### config.mk
export PLATFORM = sky130hd
export DESIGN_NAME = mult8x8_seq_ctrl
export DESIGN_NICKNAME = d
export VERILOG_FILES = /design/src/rtl/mult_pkg.sv /design/src/rtl/mult4x4.sv /design/src/rtl/mult8x8_seq_ctrl.sv
export SDC_FILE = /design/constraint.sdc
export NUM_CORES = 1
export LEC_CHECK = 0
export BUFFER_PORTS_ARGS = -buffer_cell sky130_fd_sc_hd__buf_2
export CAP_MARGIN = 40
export CORE_MARGIN = 5
export CORE_UTILIZATION = 41
export CTS_CLUSTER_SIZE = 30
export DETAILED_ROUTE_END_ITERATION = 10
export PLACE_DENSITY = 0.6
export SYNTH_ARGS = -nofsm -noshare
export SYNTH_HDL_FRONTEND = slang
export SYNTH_SLANG_ARGS = --single-unit
### constraint.sdc
create_clock -name clk -period 5.35 [get_ports clk]
set_clock_uncertainty 0.05 [all_clocks]
set_input_delay 1.07 -clock clk [delete_from_list [all_inputs] [get_ports clk]]
set_output_delay 1.07 -clock clk [all_outputs]
set_load 0.01 [all_outputs]
### src/rtl/mult_pkg.sv
// Shared definitions for the sequential 8x8 multiplier: widths, sequencer
// states, step codes and the per-step shift amount.
package mult_pkg;

    localparam int unsigned WIDTH_IN  = 8;
    localparam int unsigned WIDTH_OUT = 2 * WIDTH_IN;
    localparam int unsigned NIB_W     = WIDTH_IN / 2;
    localparam int unsigned PP_W      = 2 * NIB_W;
    localparam int unsigned STEP_W    = 2;
    localparam int unsigned SHIFT_W   = 4;

    typedef enum logic [1:0] {
        ST_IDLE = 2'd0,
        ST_RUN  = 2'd1,
        ST_DONE = 2'd2
    } state_e;

    // Step code: bit 0 selects the high nibble of a, bit 1 the high nibble of b.
    localparam logic [STEP_W-1:0] STEP_LL = 2'd0;
    localparam logic [STEP_W-1:0] STEP_HL = 2'd1;
    localparam logic [STEP_W-1:0] STEP_LH = 2'd2;
    localparam logic [STEP_W-1:0] STEP_HH = 2'd3;

    localparam logic [SHIFT_W-1:0] SHIFT_0 = 4'd0;
    localparam logic [SHIFT_W-1:0] SHIFT_4 = 4'd4;
    localparam logic [SHIFT_W-1:0] SHIFT_8 = 4'd8;

    function automatic logic [SHIFT_W-1:0] step_shift(input logic [STEP_W-1:0] step);
        case (step)
            STEP_LL: step_shift = SHIFT_0;
            STEP_HH: step_shift = SHIFT_8;
            default: step_shift = SHIFT_4;
        endcase
    endfunction

endpackage

### src/rtl/mult4x4.sv
// Combinational 4x4 unsigned multiplier producing an 8-bit partial product.
module mult4x4
    import mult_pkg::*;
(
    input  logic [NIB_W-1:0] a_i,
    input  logic [NIB_W-1:0] b_i,
    output logic [PP_W-1:0]  p_o
);

    assign p_o = PP_W'(a_i) * PP_W'(b_i);

endmodule

### src/rtl/mult8x8_seq_ctrl.sv
// Sequential 8x8 multiplier: latches operands on start, accumulates four 4x4
// partial products over four RUN cycles, then pulses done with the product.
module mult8x8_seq_ctrl
    import mult_pkg::*;
(
    input  logic                 clk,
    input  logic                 sclr,
    input  logic                 start,
    input  logic [WIDTH_IN-1:0]  dataa,
    input  logic [WIDTH_IN-1:0]  datab,
    output logic                 busy,
    output logic                 done,
    output logic [WIDTH_OUT-1:0] product,
    output logic [STEP_W-1:0]    step_count
);

    state_e               state_q, state_d;
    logic [STEP_W-1:0]    step_q, step_d;
    logic [WIDTH_IN-1:0]  a_q, a_d;
    logic [WIDTH_IN-1:0]  b_q, b_d;
    logic [WIDTH_OUT-1:0] acc_q, acc_d;
    logic [WIDTH_OUT-1:0] product_q, product_d;
    logic                 busy_q, busy_d;
    logic                 done_q, done_d;

    logic [NIB_W-1:0]     nib_a, nib_b;
    logic [PP_W-1:0]      pp;
    logic [WIDTH_OUT-1:0] pp_shifted;
    logic [WIDTH_OUT-1:0] acc_sum;

    // Nibble selection, partial product and alignment for the current step
    assign nib_a      = step_q[0] ? a_q[WIDTH_IN-1:NIB_W] : a_q[NIB_W-1:0];
    assign nib_b      = step_q[1] ? b_q[WIDTH_IN-1:NIB_W] : b_q[NIB_W-1:0];
    assign pp_shifted = WIDTH_OUT'(pp) << step_shift(step_q);
    assign acc_sum    = acc_q + pp_shifted;

    mult4x4 u_mult4x4 (
        .a_i (nib_a),
        .b_i (nib_b),
        .p_o (pp)
    );

    always_ff @(posedge clk) begin
        if (sclr) begin
            state_q   <= ST_IDLE;
            step_q    <= STEP_LL;
            a_q       <= '0;
            b_q       <= '0;
            acc_q     <= '0;
            product_q <= '0;
            busy_q    <= 1'b0;
            done_q    <= 1'b0;
        end else begin
            state_q   <= state_d;
            step_q    <= step_d;
            a_q       <= a_d;
            b_q       <= b_d;
            acc_q     <= acc_d;
            product_q <= product_d;
            busy_q    <= busy_d;
            done_q    <= done_d;
        end
    end

    // Next state and datapath updates; DONE accepts start just like IDLE
    always_comb begin
        state_d   = state_q;
        step_d    = step_q;
        a_d       = a_q;
        b_d       = b_q;
        acc_d     = acc_q;
        product_d = product_q;
        case (state_q)
            ST_IDLE, ST_DONE: begin
                if (start) begin
                    state_d = ST_RUN;
                    a_d     = dataa;
                    b_d     = datab;
                    acc_d   = '0;
                    step_d  = STEP_LL;
                end else begin
                    state_d = ST_IDLE;
                end
            end
            ST_RUN: begin
                acc_d  = acc_sum;
                step_d = step_q + 2'd1;
                if (step_q == STEP_HH) begin
                    state_d   = ST_DONE;
                    product_d = acc_sum;
                end
            end
            default: begin
                state_d   = ST_IDLE;
                step_d    = STEP_LL;
                a_d       = '0;
                b_d       = '0;
                acc_d     = '0;
                product_d = '0;
            end
        endcase
    end

    // Registered status flags follow the state being entered
    always_comb begin
        busy_d = 1'b0;
        done_d = 1'b0;
        busy_d = (state_d == ST_RUN);
        done_d = (state_d == ST_DONE);
    end

    assign busy       = busy_q;
    assign done       = done_q;
    assign product    = product_q;
    assign step_count = step_q;

endmodule

==> metrics.txt, run 1 <==
die area 9520 sq um; largest family of logic cells by synthesized area compound AO/OA/AOI/OAI gates; port bufs 38; post-synthesis mux area share 3.90%; WP data arrival 5.26 ns; synthesized area 3150 sq um; Vias 2,716; CTS Buf Count 5; status completed; CTS tree yes; commonest non-fill, non-tap cells in the layout nor2_1 (59), dfxtp_1 (52), buf_2 (39); Final setup violation count 0; dpl hpwl 5740 um; Synth top area share 34.4%; Hold Buf Count CTS 0; Final Hold Vio Count 0; first-pass GRT wire length 12,400 um; XOR/XNOR share of the synthesized area 4.46%; Primary FF master, synth dfxtp_1; dpl ws 0.0355 ns; Initial Utilization 41.3%; Synth Instances 370; Critical Path RT 5.51 ns; Synth cell types 40; cell family with the largest share of critical-path delay adder cells; post-route ant nets 0; Peak supply drop 0.124 mV; register area share after synthesis 34.4%; drt first-iter violations 130; H-tree levels 2; Yosys reg bits 54; drt first pass iters 4; Cell Pwr Density 216 nW/um^2; RSZ-0062 raised after global routing true; layout cells sized above 1 16.6%; Hold Startpoint product[1]$_SDFFE_PP0P_; crit share post-route 95.4%; setup_tns 0 ns; routed len/inst 14.7 um; type of origin of the critical path register; Hold EP product[1]$_SDFFE_PP0P_; Fmax 0.196 GHz; Hold Path Class register to register; Crit-path slowest cell fa_1; Layout area overhead 13.6%; commonest non-fill, non-tap cell in the layout nor2_1; min cycle time layout 5.11 ns; Worst Reg-to-Reg Cells 20; CP max stage delay 0.54 ns; Skew-Pair Late Insertion Delay 0.30 ns; Num Clock Sinks 54; vias in the first global route 2,671; Worst Max-Slew Pin Slew 0.817 ns; Synth Warn # 0; row cnt 32; RePlAce Congestion 0.843; CP Capture Type register; Leak 1.59 nW; initial antenna violation count 0; fin nets 455; CP Cell Sequence mux2i_1, or2_2, fa_1, inv_1, fa_1, ha_1, a21o_1, a21oi_1, xor2_1, nor2_1, a21oi_1, nor2_1, ha_2, and3_2, a221oi_4, o21a_2, o22ai_2, a221oi_2, xnor2_1, a22o_1; DRC viols 0; Slew Limit Fails 0; Synth Area in Compound Gates 22.8%; Synth async-reset ratio 0%; Syn Area/Cell 8.50 sq um; worst hold path cell count 2; Core Util, Final 47.0%; dominant cell type by area after synthesis dfxtp_1; Crit Path Max Fanout 8; Buf/Inv on CP 1; Worst Slack Setup Final 0.244 ns; critical setup path kind register to register; core area 7610 sq um; die width 97.6 um; clk slew on worst S/H paths 0.10 ns; reg2reg setup slack 0.24 ns; Setup Buffers After CTS 0; Slew headroom 45.3%; detailed-route vias per instance 5.37; Die H 97.6 um; total track usage 15.5%; post-synthesis adder-cell area fraction 14.3%; max_cap viols 0; clock root buffer clkbuf_8; Synth area leaders dfxtp_1 (34%), ha_1 (11%), nor2_1 (7.0%), a21oi_1 (4.9%), a22oi_1 (4.5%); io pins 39; simple-gate share of the synthesized area 16.5%; Routed WL 7430 um; Power, Total 0.773 mW; Mapped Nets 422; number of enable flip-flop cells after synthesis 0; GR Overflow Total 0; clock buffer depth 2; largest net degree at the start of global routing 44; R2R Path Start step_count[0]$_SDFFE_PP0P_; n_diodes 0; worst reg2reg endpoint acc_q[14]$_SDFFE_PP0P_
## state kept, by name (all words and copies together) (netlist names)
register and flops:
b_q 8, done 1, step_count 2, acc_q 16, a_q 8, busy 1, product 16, state_q 2
## worst max path at each step
| stage | start | to | slack (ns) | cells after the start |
|---|---|---|---|---|
| floorplan | step_count[0]$_SDFFE_PP0P_ | product[14]$_SDFFE_PP0P_ | 0.28 | 21 |
| global placement | step_count[0]$_SDFFE_PP0P_ | acc_q[14]$_SDFFE_PP0P_ | 0.16 | 20 |
| detailed placement | step_count[0]$_SDFFE_PP0P_ | acc_q[14]$_SDFFE_PP0P_ | 0.04 | 20 |
| CTS | step_count[0]$_SDFFE_PP0P_ | acc_q[14]$_SDFFE_PP0P_ | 0.008 | 20 |
| global route | step_count[1]$_SDFFE_PP0P_ | acc_q[14]$_SDFFE_PP0P_ | 0.003 | 20 |
| finish | step_count[0]$_SDFFE_PP0P_ | acc_q[14]$_SDFFE_PP0P_ | 0.24 | 20 |
## power breakdown
part,switching [mW],internal [mW],total [mW]
sequential,0.00688,0.411,0.418
combinational,0.0468,0.0289,0.0757
clock,0.139,0.140,0.279
## routing by layer
metal | wire, um | up-vias | share of wire [%] | track usage (%)
met5 | 0 | - | 0 | 0
met4 | 93 | 0 | 1.3 | 4.05
met2 | 3440 | 47 | 46 | 25.6
met1 | 3550 | 1278 | 48 | 20.5
met3 | 342 | 11 | 4.6 | 3.30
li1 | - | 1380 | - | -
## stage by stage
step	area (sq um)	hold slack, ns	instances
final	3570	0.406	506
after global routing	3570	0.438	506
after CTS	3550	0.411	506
after detailed placement	3440	0.389	498
after global placement	3420	0.379	495
after floorplan	3150	0.382	370
## logic make-up (layout without fill, tap and decap cells)
logic type      Yosys count  count (layout)
compound gates          106             106
xor+xnor                 16              16
fa+ha+maj                33              33
buf+inv                  31              65
flops                    54              54
mux                      12              12
simple gates            118             118
## synthesized netlist by cell type (6+ instances only)
| master | n |
|---|---|
| o21ai_1 | 7 |
| inv_1 | 13 |
| clkbuf_1 | 16 |
| xor2_1 | 7 |
| nor2_1 | 59 |
| nor3_1 | 9 |
| a22oi_1 | 19 |
| ha_1 | 28 |
| o21ai_0 | 6 |
| a21oi_1 | 31 |
| nand2_1 | 24 |
| dfxtp_1 | 54 |
| xnor2_1 | 9 |
| mux2i_1 | 10 |
| a22o_1 | 9 |
| a21o_1 | 9 |
## layout make-up
class                           count  area [sq um]
Clock buffer                        6          72.6
Clock inverter                      2          37.5
Fill cell                         778          4040
Inverter                           13          48.8
Multi-Input combinational cell    285          1970
Sequential cell                    54          1090
Tap cell                          102           128
Timing Repair Buffer               44           233
## tightest hold or removal path, cell delays in order (launching register included)
cell,delay (ns)
dfxtp_1,0.32
nand2_1,0.05
a21oi_1,0.05
## repair_timing
action	4_1_cts	5_1_grt
endpoints found under the hold margin	0	0
gates resized for setup	0	6
endpoints found under the setup margin	0	16
(Power assumes the default switching activity.)
==> run 2, diff against run 1 <==
--- a/config.mk
+++ b/config.mk
@@ -12,6 +12,7 @@
 export CTS_CLUSTER_SIZE = 30
 export DETAILED_ROUTE_END_ITERATION = 10
 export PLACE_DENSITY = 0.6
+export REMOVE_ABC_BUFFERS = 1
 export SYNTH_ARGS = -nofsm -noshare
 export SYNTH_HDL_FRONTEND = slang
 export SYNTH_SLANG_ARGS = --single-unit
==> run 2 against run 1 <==
Against the previous run: final cell count unchanged; power up 0.52%; fmax up 0.96%; non-clock buffer count up 1; clock-buffer cell count unchanged; hold slack better by 0.0019 ns; utilization up 0.15 points.
==> metrics.txt, run 2 (synthesis results as in run 1) <==
Layout area overhead 13.9% (was 13.6%); crit share post-route 94.5% (was 95.4%); Cell Pwr Density 217 nW/um^2 (was 216 nW/um^2); min cycle time layout 5.06 ns (was 5.11 ns); Leak 1.60 nW (was 1.59 nW); routed len/inst 14.9 um (was 14.7 um); Final Hold Vio Count 0 (unchanged); clock share of power 36.3% (was 36.1%); first-pass GRT wire length 12,900 um (was 12,400 um); critical setup path kind register to register (unchanged); Vias 2,748 (was 2,716); setup_tns 0 ns (unchanged); fin nets 456 (was 455); Routed WL 7530 um (was 7430 um); Hold Path Class register to register (unchanged); RePlAce Congestion 0.947 (was 0.843); detailed-route vias per instance 5.43 (was 5.37); Worst Max-Slew Pin Slew 0.881 ns (was 0.817 ns); status completed (unchanged); dpl hpwl 5740 um (about the same); commonest non-fill, non-tap cell in the layout nor2_1 (unchanged); Initial Utilization 41.3% (unchanged); CTS Buf Count 5 (unchanged); io pins 39 (unchanged); clock root buffer clkbuf_8 (unchanged); Setup Buffers After CTS 0 (unchanged); clock buffer depth 2 (unchanged); CTS tree yes (unchanged); Num Clock Sinks 54 (unchanged); Die H 97.6 um (unchanged); sw frac 24.0% (was 25.0%); Fin Hold WS 0.408 ns (was 0.406 ns); type of origin of the critical path register (unchanged); initial antenna violation count 0 (unchanged); Hold Buf Count CTS 0 (unchanged); Final setup violation count 0 (unchanged); max_cap viols 0 (unchanged); CP Capture Type register (unchanged); core area 7610 sq um (unchanged); row cnt 32 (unchanged); n_diodes 0 (unchanged); layout cells sized above 1 16.8% (was 16.6%); H-tree levels 2 (unchanged); GR Overflow Total 0 (unchanged); clk slew on worst S/H paths 0.10 ns (about the same); total track usage 16.2% (was 15.5%); largest net degree at the start of global routing 44 (unchanged); Cell Int Power 0.590 mW (was 0.580 mW); Fmax 0.198 GHz (was 0.196 GHz); Crit Path Max Fanout 8 (unchanged); fill count 771 (was 778); vias in the first global route 2,777 (was 2,671); Slew headroom 41.0% (was 45.3%); die area 9520 sq um (unchanged); DRC viols 0 (unchanged); port bufs 38 (unchanged); Slew Limit Fails 0 (unchanged); Peak supply drop 0.106 mV (was 0.124 mV); RSZ-0062 raised after global routing false (was true); post-route ant nets 0 (unchanged); Sw Pwr 0.186 mW (was 0.193 mW); Critical Path RT 5.51 ns (about the same); multi-input logic area 1970 sq um (about the same); commonest non-fill, non-tap cells in the layout nor2_1 (59), dfxtp_1 (52), buf_2 (39) (unchanged); Logic pwr share 9.9% (was 9.8%); Skew-Pair Late Insertion Delay 0.31 ns (was 0.30 ns); drt first pass iters 4 (unchanged); part of the power in registers 53.8% (was 54.1%); die width 97.6 um (unchanged); Reg area 1090 sq um (about the same); drt first-iter violations 82 (was 130); WP data arrival 5.21 ns (was 5.26 ns); CTS resizes 0 (unchanged)
[run 2: changes by cell type in the layout (fill, tap and decap cells not counted), sizes merged]
cell / delta
buf: +1
clkinvlp: -1
[run 2: layer usage]
metal / share of wire (%) / vias up / global-route usage, %
li1: - / 1377 / -
met1: 47 / 1305 / 20.8
met2: 48 / 52 / 27.0
met3: 3.8 / 14 / 3.73
met4: 1.8 / 0 / 5.11
met5: 0 / - / 0
[run 2: final timing paths]
| kind | startpoint | slack, ns | cells past startpoint | to |
|---|---|---|---|---|
| worst max register to register | step_count[0]$_SDFFE_PP0P_ | 0.29 | 20 | acc_q[14]$_SDFFE_PP0P_ |
| worst max-delay path | step_count[0]$_SDFFE_PP0P_ | 0.29 | 20 | acc_q[14]$_SDFFE_PP0P_ |
| worst min register to register | product[3]$_SDFFE_PP0P_ | 0.41 | 2 | product[3]$_SDFFE_PP0P_ |
| worst min-delay path | product[3]$_SDFFE_PP0P_ | 0.41 | 2 | product[3]$_SDFFE_PP0P_ |
[run 2: power groups by stage]
stage | Clock (mW) | Combinational, mW | Sequential, mW
2_1_floorplan | 0 | 0.0452 | 0.426
3_3_place_gp | 0 | 0.0730 | 0.427
3_5_place_dp | 0 | 0.0763 | 0.427
4_1_cts | 0.292 | 0.0764 | 0.418
5_1_grt | 0.308 | 0.0862 | 0.419
6_report | 0.282 | 0.0769 | 0.417
[run 2: worst max-delay path, stage by stage (launching register included)]
cell and delay, ns:
dfxtp_4 0.39, mux2i_1 0.17, or2_2 0.33, fa_1 0.54
inv_1 0.05, fa_1 0.50, ha_1 0.33, a21o_1 0.16
a21oi_1 0.17, xor2_1 0.22, nor2_1 0.08, a21oi_2 0.15
nor2_1 0.06, ha_2 0.33, and3_2 0.22, a221oi_4 0.31
o21a_2 0.20, o22ai_2 0.12, a221oi_2 0.30, xnor2_1 0.12
a22o_1 0.18
[run 2: through the flow]
stage               setup slack, ns  util (%)  power (mW)  instances  area, sq um
floorplan                     0.391         -       0.471        352         3080
global placement              0.185      45.0       0.500        496         3430
detailed placement           0.0757      45.3       0.503        499         3450
CTS                          0.0374      46.8       0.787        506         3560
global route                 0.0149      47.1       0.814        506         3580
finish                        0.293      47.1       0.776        506         3580
[run 2: cell type report]
type / instances / area share [%]
inverter: 13 / 1.36
multi-input combinational: 285 / 54.9
sequential: 54 / 30.4
clock inverter: 1 / 0.838
tap: 102 / 3.56
timing repair buffer: 45 / 6.70
clock buffer: 6 / 2.30
==> run 3, diff against run 2 <==
--- a/config.mk
+++ b/config.mk
@@ -5,6 +5,7 @@
 export SDC_FILE = /design/constraint.sdc
 export NUM_CORES = 1
 export LEC_CHECK = 0
+export ABC_AREA = 1
 export BUFFER_PORTS_ARGS = -buffer_cell sky130_fd_sc_hd__buf_2
 export CAP_MARGIN = 40
 export CORE_MARGIN = 5
==> run 3 against run 2 <==
Against the previous run: cell area up 2.0%; utilization down 0.053 points; sequential share of layout area down 0.80 points; highest routed layer unchanged.
==> metrics.txt, run 3 <==
Sw Pwr 0.240 mW (was 0.186 mW); Synth cell types 34 (was 40); type of origin of the critical path register (unchanged); largest net degree at the start of global routing 39 (was 44); drt first pass iters 5 (was 4); Fmax 0.200 GHz (was 0.198 GHz); register area share after synthesis 32.8% (was 34.4%); CTS tree yes (unchanged); synthesized area 3290 sq um (was 3150 sq um); Setup Buffers After CTS 0 (unchanged); drt first-iter violations 166 (was 82); row cnt 32 (unchanged); Hold Buf Count CTS 0 (unchanged); number of enable flip-flop cells after synthesis 0 (unchanged); status completed (unchanged); setup_tns 0 ns (unchanged); DRC viols 0 (unchanged); layout cells sized above 1 14.7% (was 16.8%); Slew Limit Fails 0 (unchanged); detailed-route vias per instance 5.26 (was 5.43); part of the power in registers 51.0% (was 53.8%); post-route ant nets 0 (unchanged); H-tree levels 2 (unchanged); post-synthesis mux area share 3.04% (was 3.90%); Initial Utilization 42.4% (was 41.3%); initial antenna violation count 0 (unchanged); critical setup path kind register to register (unchanged); Vias 3,008 (was 2,748); Syn Area/Cell 7.43 sq um (was 8.50 sq um); fin cells 572 (was 506); Layout area overhead 11.0% (was 13.9%); largest family of logic cells by synthesized area simple AND/OR/NAND/NOR gates (was compound AO/OA/AOI/OAI gates); Hold Path Class register to register (unchanged); die area 9920 sq um (was 9520 sq um); Final Hold Vio Count 0 (unchanged); Primary FF master, synth dfxtp_1 (unchanged); Synth Instances 443 (was 370); commonest non-fill, non-tap cell in the layout a21oi_1 (was nor2_1); vias in the first global route 2,758 (was 2,777); min cycle time layout 4.99 ns (was 5.06 ns); dpl ws 0.404 ns (was 0.0757 ns); clock share of power 33.5% (was 36.3%); Cell Pwr Density 233 nW/um^2 (was 217 nW/um^2); fin nets 521 (was 456); Slew headroom 50.8% (was 41.0%); Synth Warn # 0 (unchanged); Leak 1.62 nW (was 1.60 nW); Worst Max-Slew Pin Slew 0.738 ns (was 0.881 ns); XOR/XNOR share of the synthesized area 0.798% (was 4.46%); CTS resizes 0 (unchanged); clock buffer depth 2 (unchanged); commonest non-fill, non-tap cells in the layout a21oi_1 (75), nand2_1 (66), dfxtp_1 (54) (was nor2_1 (59), dfxtp_1 (52), buf_2 (39)); Synth area leaders dfxtp_1 (33%), a21oi_1 (12%), ha_1 (11%), nand2_1 (7.5%), o21ai_0 (6.8%) (was dfxtp_1 (34%), ha_1 (11%), nor2_1 (7.0%), a21oi_1 (4.9%), a22oi_1 (4.5%)); core area 7770 sq um (was 7610 sq um); RSZ-0062 raised after global routing false (unchanged); Yosys reg bits 54 (unchanged); Skew-Pair Late Insertion Delay 0.31 ns (about the same); post-synthesis adder-cell area fraction 13.7% (was 14.3%); Peak supply drop 0.151 mV (was 0.106 mV); Num Clock Sinks 54 (unchanged); most numerous cell in the Yosys netlist a21oi_1 (was nor2_1); Logic pwr share 15.5% (was 9.9%); Die H 99.6 um (was 97.6 um); first-pass GRT wire length 13,500 um (was 12,900 um); n_diodes 0 (unchanged); Cell Int Power 0.610 mW (was 0.590 mW); fill count 795 (was 771); clock root buffer clkbuf_8 (unchanged); routed len/inst 14.3 um (was 14.9 um); io pins 39 (unchanged); RePlAce Congestion 0.881 (was 0.947); sw frac 28.2% (was 24.0%); crit share post-route 93.3% (was 94.5%); synth cell count leaders a21oi_1 (76), nand2_1 (66), dfxtp_1 (54), o21ai_0 (45), nor2_1 (36) (was nor2_1 (59), dfxtp_1 (54), a21oi_1 (31), ha_1 (28), nand2_1 (24)); Final setup violation count 0 (unchanged); Synth Area in Compound Gates 21.4% (was 22.8%); dominant cell type by area after synthesis dfxtp_1 (unchanged); CTS Buf Count 5 (unchanged); clk slew on worst S/H paths 0.11 ns (was 0.10 ns); Synth top area share 32.8% (was 34.4%); Worst Slack Setup Final 0.360 ns (was 0.293 ns); simple-gate share of the synthesized area 22.3% (was 16.5%); GR Overflow Total 0 (unchanged); WP data arrival 5.18 ns (was 5.21 ns); CP Capture Type register (unchanged); Routed WL 8200 um (was 7530 um); dpl hpwl 6170 um (was 5740 um); Crit Path Max Fanout 7 (was 8); port bufs 38 (unchanged); max_cap viols 0 (unchanged); Placed Instances 564 (was 499); total track usage 16.7% (was 16.2%); Critical Path RT 5.54 ns (was 5.51 ns); die width 99.6 um (was 97.6 um); Synth async-reset ratio 0% (unchanged)
## run 3: cell count changes in the layout (fill, tap and decap cells not counted), moves of 8 or more
cell / previous run / this run
a21oi_1: 30 / 75
a22o_1: 9 / 0
nand3_1: 5 / 31
inv_1: 13 / 25
nor2_1: 59 / 36
o21ai_0: 5 / 45
nand2_1: 24 / 66
a22oi_1: 19 / 0
a21o_1: 9 / 1
## run 3: area by class of cell
cell class | count | area [sq um] | share of cell area, %
clock buffer | 5 | 68.8 | 1.88
sequential | 54 | 1080 | 29.6
tap | 102 | 128 | 3.49
inverter | 28 | 105 | 2.88
clock inverter | 3 | 47.5 | 1.30
timing repair buffer | 40 | 205 | 5.61
multi-input combinational | 340 | 2020 | 55.3
## run 3: final timing paths
kind | from | to | slack, ns | cells past startpoint
hold reg to reg | product[0]$_SDFFE_PP0P_ | product[0]$_SDFFE_PP0P_ | 0.42 | 2
setup reg to reg | step_count[0]$_SDFFE_PP0P_ | acc_q[9]$_SDFFE_PP0P_ | 0.36 | 18
setup / recovery | step_count[0]$_SDFFE_PP0P_ | acc_q[9]$_SDFFE_PP0P_ | 0.36 | 18
hold / removal | product[0]$_SDFFE_PP0P_ | product[0]$_SDFFE_PP0P_ | 0.42 | 2
## run 3: per-stage QoR
step | instance area (sq um) | util, % | hold slack [ns] | total power, mW
6_report | 3650 | 47.1 | 0.422 | 0.850
5_1_grt | 3650 | 47.1 | 0.449 | 0.895
4_1_cts | 3650 | 47.1 | 0.426 | 0.861
3_5_place_dp | 3540 | 45.6 | 0.410 | 0.575
3_3_place_gp | 3540 | 45.6 | 0.406 | 0.573
2_1_floorplan | 3200 | - | 0.393 | 0.522
## run 3: kinds of logic after synthesis
kind of cell             Yosys count
AND/OR/NAND/NOR                  159
AO/OA/AOI/OAI                    135
flip-flops                        54
buffers and inverters             49
adder cells (fa/ha/maj)           33
multiplexers                      10
XOR/XNOR                           3
## run 3: worst max-delay path, cell delays in order (launching register included)
cell and delay, ns:
dfxtp_1 0.52, mux2i_1 0.21, or2_2 0.35, fa_1 0.53, inv_1 0.05, fa_1 0.56
inv_1 0.07, fa_1 0.44, o21ai_0 0.22, xor2_1 0.27, mux2i_1 0.16, nor2_1 0.14
ha_1 0.29, a21oi_1 0.27, nand3_2 0.17, a21boi_1 0.23, or2_2 0.15, nand3_1 0.07
a21oi_1 0.16
## run 3: routing by layer
| metal | track usage, % | share of wire [%] | vias to the layer above |
|---|---|---|---|
| li1 | - | - | 1577 |
| met2 | 25.7 | 44 | 55 |
| met3 | 2.59 | 3.8 | 8 |
| met4 | 4.52 | 1.4 | 0 |
| met5 | 0 | 0 | - |
| met1 | 24.1 | 50 | 1368 |
## run 3: power by group through the flow
stage / clock network (mW) / logic (mW) / registers (mW)
final: 0.285 / 0.132 / 0.433
after global routing: 0.310 / 0.149 / 0.436
after detailed placement: 0 / 0.133 / 0.442
after floorplan: 0 / 0.0768 / 0.446
after CTS: 0.294 / 0.133 / 0.433
after global placement: 0 / 0.131 / 0.443
